`src/rtl/uart_tx_arbiter.sv`:
```
// Round-robin scheduler sharing one UART transmitter between four byte producers.
// Issues one Tx_WR per grant, then follows Tx_BUSY through accept and completion.
module uart_tx_arbiter #(
  parameter int unsigned ACCEPT_TIMEOUT = 16
) (
  input  logic        clock,
  input  logic        reset,
  input  logic        enable,
  input  logic [3:0]  req,
  input  logic [31:0] req_data,
  input  logic        Tx_BUSY,
  output logic [3:0]  grant,
  output logic [1:0]  grant_id,
  output logic [7:0]  Tx_DATA,
  output logic        Tx_WR,
  output logic        Tx_EN,
  output logic        arb_busy,
  output logic        timeout_err
);

  localparam int unsigned NUM_REQ = 4;

  typedef enum logic [1:0] {IDLE, ISSUE, WAIT_BUSY, WAIT_DONE} state_e;

  state_e      state_q, state_d;
  logic [1:0]  ptr_q, ptr_d;
  logic [7:0]  cnt_q, cnt_d;
  logic [7:0]  tx_data_q, tx_data_d;
  logic        tx_wr_q, tx_wr_d;
  logic        tx_en_q, tx_en_d;
  logic [3:0]  grant_q, grant_d;
  logic [1:0]  grant_id_q, grant_id_d;
  logic        arb_busy_q, arb_busy_d;
  logic        timeout_err_q, timeout_err_d;

  logic [NUM_REQ-1:0][7:0] req_bytes;
  logic                    found;
  logic [1:0]              win;
  logic [1:0]              idx;

  assign req_bytes = req_data;

  // First requester at or after ptr, wrapping mod 4.
  always_comb begin
    found = 1'b0;
    win   = ptr_q;
    idx   = ptr_q;
    for (int k = 0; k < NUM_REQ; k++) begin
      idx = ptr_q + 2'(k);
      if (!found && req[idx]) begin
        found = 1'b1;
        win   = idx;
      end
    end
  end

  always_comb begin
    state_d       = state_q;
    ptr_d         = ptr_q;
    cnt_d         = cnt_q;
    tx_data_d     = tx_data_q;
    tx_wr_d       = 1'b0;
    grant_d       = 4'b0000;
    grant_id_d    = grant_id_q;
    timeout_err_d = timeout_err_q;
    case (state_q)
      IDLE: begin
        // Strobe and grant are registered here so they are high during ISSUE.
        if (enable && !Tx_BUSY && found) begin
          state_d    = ISSUE;
          tx_data_d  = req_bytes[win];
          tx_wr_d    = 1'b1;
          grant_d    = 4'b0001 << win;
          grant_id_d = win;
          ptr_d      = win + 2'd1;
        end
      end
      ISSUE: begin
        state_d = WAIT_BUSY;
        cnt_d   = 8'd0;
      end
      WAIT_BUSY: begin
        if (Tx_BUSY) begin
          state_d = WAIT_DONE;
        end else if (cnt_q == 8'(ACCEPT_TIMEOUT - 1)) begin
          state_d       = IDLE;
          timeout_err_d = 1'b1;
        end else begin
          cnt_d = cnt_q + 8'd1;
        end
      end
      WAIT_DONE: begin
        if (!Tx_BUSY) state_d = IDLE;
      end
      default: state_d = IDLE;
    endcase
    tx_en_d    = enable || (state_d != IDLE);
    arb_busy_d = (state_d != IDLE);
  end

  always_ff @(posedge clock) begin
    if (reset) begin
      state_q       <= IDLE;
      ptr_q         <= 2'd0;
      cnt_q         <= 8'd0;
      tx_data_q     <= 8'h00;
      tx_wr_q       <= 1'b0;
      tx_en_q       <= 1'b0;
      grant_q       <= 4'b0000;
      grant_id_q    <= 2'd0;
      arb_busy_q    <= 1'b0;
      timeout_err_q <= 1'b0;
    end else begin
      state_q       <= state_d;
      ptr_q         <= ptr_d;
      cnt_q         <= cnt_d;
      tx_data_q     <= tx_data_d;
      tx_wr_q       <= tx_wr_d;
      tx_en_q       <= tx_en_d;
      grant_q       <= grant_d;
      grant_id_q    <= grant_id_d;
      arb_busy_q    <= arb_busy_d;
      timeout_err_q <= timeout_err_d;
    end
  end

  assign grant       = grant_q;
  assign grant_id    = grant_id_q;
  assign Tx_DATA     = tx_data_q;
  assign Tx_WR       = tx_wr_q;
  assign Tx_EN       = tx_en_q;
  assign arb_busy    = arb_busy_q;
  assign timeout_err = timeout_err_q;

endmodule
```
`config.mk`:
```
export PLATFORM = sky130hd
export DESIGN_NAME = uart_tx_arbiter
export DESIGN_NICKNAME = d
export VERILOG_FILES = /design/src/rtl/uart_tx_arbiter.sv
export SDC_FILE = /design/constraint.sdc
export NUM_CORES = 1
export LEC_CHECK = 0
export CORE_UTILIZATION = 39
export CTS_CLUSTER_DIAMETER = 60
export DETAILED_ROUTE_END_ITERATION = 10
export PLACE_DENSITY = 0.84
export SYNTH_ARGS = -nofsm -noshare
export SYNTH_HDL_FRONTEND = slang
export SYNTH_SLANG_ARGS = --single-unit
```
`constraint.sdc`:
```
create_clock -name clock -period 1.6 [get_ports clock]
set_input_delay 0.32 -clock clock [delete_from_list [all_inputs] [get_ports clock]]
set_output_delay 0.32 -clock clock [all_outputs]
set_load 0.1 [all_outputs]
```
==> results.yml <==
placed_design:
  hpwl_um: 3070
  gp_congestion: 0.805
  port_buffers: 57
  pre_cts_ws_ns: -0.579
finish:
  area_delta_synth_final_pct: 89.9
  multi_input_area_um2: 1030
  regArea_um2: 603
  n_antenna_cell: 0
  layout.nets: 282
  drive_above_1_share: 0.388
  final_common_cell: "clkdlybuf4s50_1"
  final_util: 0.772
  layout_common_cells: "33 x clkdlybuf4s50_1, 28 x dfxtp_1, 23 x buf_4"
  fillerInstances: 213
worst_setup_path:
  r2r_slack_ns: -0.03
  cp_slowest_cell: "dfxtp_1"
  cp-end-kind: "flip-flop"
  startpoint_type: "flip-flop"
  worstPathMaxFanout: 8
  worstSetupPathType: "flip-flop to flip-flop"
  cp.arrival_ns: 1.79
  max_stage_delay_ns: 0.38
  crit_required_ns: 1.76
  crit_chain: "nor3_1, a31o_1, o21ai_4, buf_12, mux2i_1, o221ai_2"
  path_buf_inv: 1
  crit_family: "compound AO/OA/AOI/OAI gates"
global_route:
  grt_antenna_before_repair: 0
  grt_pass1_wl_um: 7290
  grt_pass1_vias: 1524
  grt_max_degree: 26
  grt.overflow.total: 0
  grt_usage: 0.239
power_and_ir_drop:
  p_leak_nw: 1.09
  clockPowerShare: 0.278
  internal-power_w: 0.00154
  switching_share: 0.337
  ir_drop_mv: 0.709
  seq_power_share: 0.356
  combPwrFrac: 0.366
  powerDensity_nw_per_um2: 819
  p_sw_w: 0.000780
drt:
  wire_per_inst_um: 17.9
  drt-total-wl_um: 5200
  drc: 0
  routed_via_density: 5.46
  dr.pass1.iters: 6
  wl_met2_um: 2870
  vias: 1584
  wl_met3_um: 174
  first_iter_violations: 97
  ant_nets: 0
  routed.top_layer: "met4"
  wl_met1_um: 2020
synthesis:
  ys_warn_count: 0
  synth_area_per_cell_um2: 9.73
  netlist_area_um2: 1490
  synth_nets: 194
  synthXorXnorAreaFrac: 0.0235
  async_flop_share: 0
  synth_compound_area_frac: 0.198
  ys.flop_type: "dfxtp_1"
  synth_adder_area_share: 0.00840
  synth_cell_type_count: 42
  synthSimpleGateAreaFrac: 0.205
  synthCells: 153
  ys_ff_latch: 30
  synth_top_family_by_area: "simple AND/OR/NAND/NOR gates"
  synth_seq_area_share: 0.403
  synth_edf_count: 0
  synthMuxAreaShare: 0.128
hold_path:
  hp-class: "input port to flip-flop"
floorplanning:
  ioPinCount: 58
  rows: 22
  die_h_um: 63.8
  die_w_um: 63.8
  die_area_um2: 4070
  coreArea_um2: 3660
  initial_utilization: 0.407
clocking:
  clk_latency_ns: 0.29
  cts_max_level: 2
  cts_buffers: 5
  clkSinkCount: 30
  max-clock-path-buffers: 2
  cts_tree: "built"
  root_buffer: "clkbuf_8"
  clk_pin_slew_ns: 0.07
sta:
  worst_slew_pin_slew_ns: 0.350
  drv_slew: 0
  max-slew-margin-rel: 0.764
  fin_ws_ns: -0.0306
  hold_viol_final: 0
  min_period_ns: 1.63
  rsz0062_at_grt: "true"
  finalSetupViolations: 4
  fmax_mhz: 613
  finClkSkew_ns: 0.00515
  fin_crit_sh: 1.02
status:
  violations: "negative setup slack"
  status: "finished with violations"
flow_run:
  cap_violations: 0
==> synthesized netlist by cell type, types with 3 or more instances <==
cell type	count	area, µm²
xor2_1	3	26.3
clkbuf_1	4	15.0
mux2i_1	19	190
nand3b_1	9	67.6
inv_1	3	11.3
nand2b_1	5	31.3
a21oi_1	9	45.0
nor2_1	16	60.1
a31oi_1	4	25.0
nand2_1	7	26.3
nor3_1	3	15.0
o221ai_1	8	70.1
dfxtp_1	30	601
==> state kept, by name (all words and copies together), names as in the netlist <==
register and cells:
arb_busy 1, cnt_q 8, Tx_WR 1, Tx_EN 1, grant_id 2, grant 4, Tx_DATA 8, timeout_err 1
ptr_q 2, state_q 2
==> repair_timing <==
| item | CTS | global route |
|---|---|---|
| cloned | 2 | 0 |
| resized for setup | 17 | 33 |
| pin swaps | 7 | 9 |
| endpoints found under the setup margin | 22 | 23 |
| hold buffers | 0 | 0 |
| buffers inserted | 3 | 1 |
==> worst reg2reg max path, cell delays in order, from the launching register on <==
cell and delay [ns]:
dfxtp_1 0.38, nor3_1 0.08, a31o_1 0.22, o21ai_4 0.25
buf_12 0.19, mux2i_1 0.25, o221ai_2 0.13
==> metrics by stage <==
stage | std cells | TNS, ns | hold slack (ns) | power (W) | area, µm²
4_1_cts | 289 | -0.173 | 0.507 | 0.00224 | 2690
3_3_place_gp | 277 | -8.38 | 0.489 | 0.00154 | 2490
3_5_place_dp | 277 | -10.88 | 0.493 | 0.00155 | 2490
5_1_grt | 290 | -0.504 | 0.384 | 0.00239 | 2830
2_1_floorplan | 153 | 0 | 0.416 | 0.00121 | 1490
6_report | 290 | -0.0629 | 0.375 | 0.00232 | 2830
==> cell families (layout without fill, tap and decap cells) <==
group           count (synthesis)  after routing
flops                          30             30
xor+xnor                        4              4
simple gates                   53             54
fa+ha+maj                       1              1
compound gates                 36             36
mux                            19             19
buf+inv                        10             98
==> power by group through the flow <==
stage	combinational (W)	sequential, W	clock [W]
5_1_grt	0.000882	0.000827	0.000680
6_report	0.000847	0.000824	0.000644
2_1_floorplan	0.000196	0.00102	0
3_5_place_dp	0.000710	0.000835	0
4_1_cts	0.000767	0.000822	0.000650
3_3_place_gp	0.000700	0.000835	0
==> area by class of cell <==
class | count | share of cell area
Multi-Input combinational cell | 114 | 0.364
Timing Repair Buffer | 87 | 0.364
Sequential cell | 30 | 0.213
Clock buffer | 6 | 0.0292
Tap cell | 48 | 0.0212
Clock inverter | 2 | 0.00442
Inverter | 3 | 0.00398
==> worst paths after layout <==
check           start    endpoint  cells past startpoint
min            enable       Tx_EN                      3
max          ptr_q[1]  Tx_DATA[1]                      6
min reg2reg  cnt_q[7]    cnt_q[7]                      1
max reg2reg  ptr_q[1]  Tx_DATA[1]                      6
==> per-layer routing <==
metal,track usage,up-vias
met5,0,-
met4,0.116,0
met3,0.0411,12
met2,0.410,58
met1,0.286,767
li1,-,747
No activity file was read; power rests on OpenSTA's default activity.
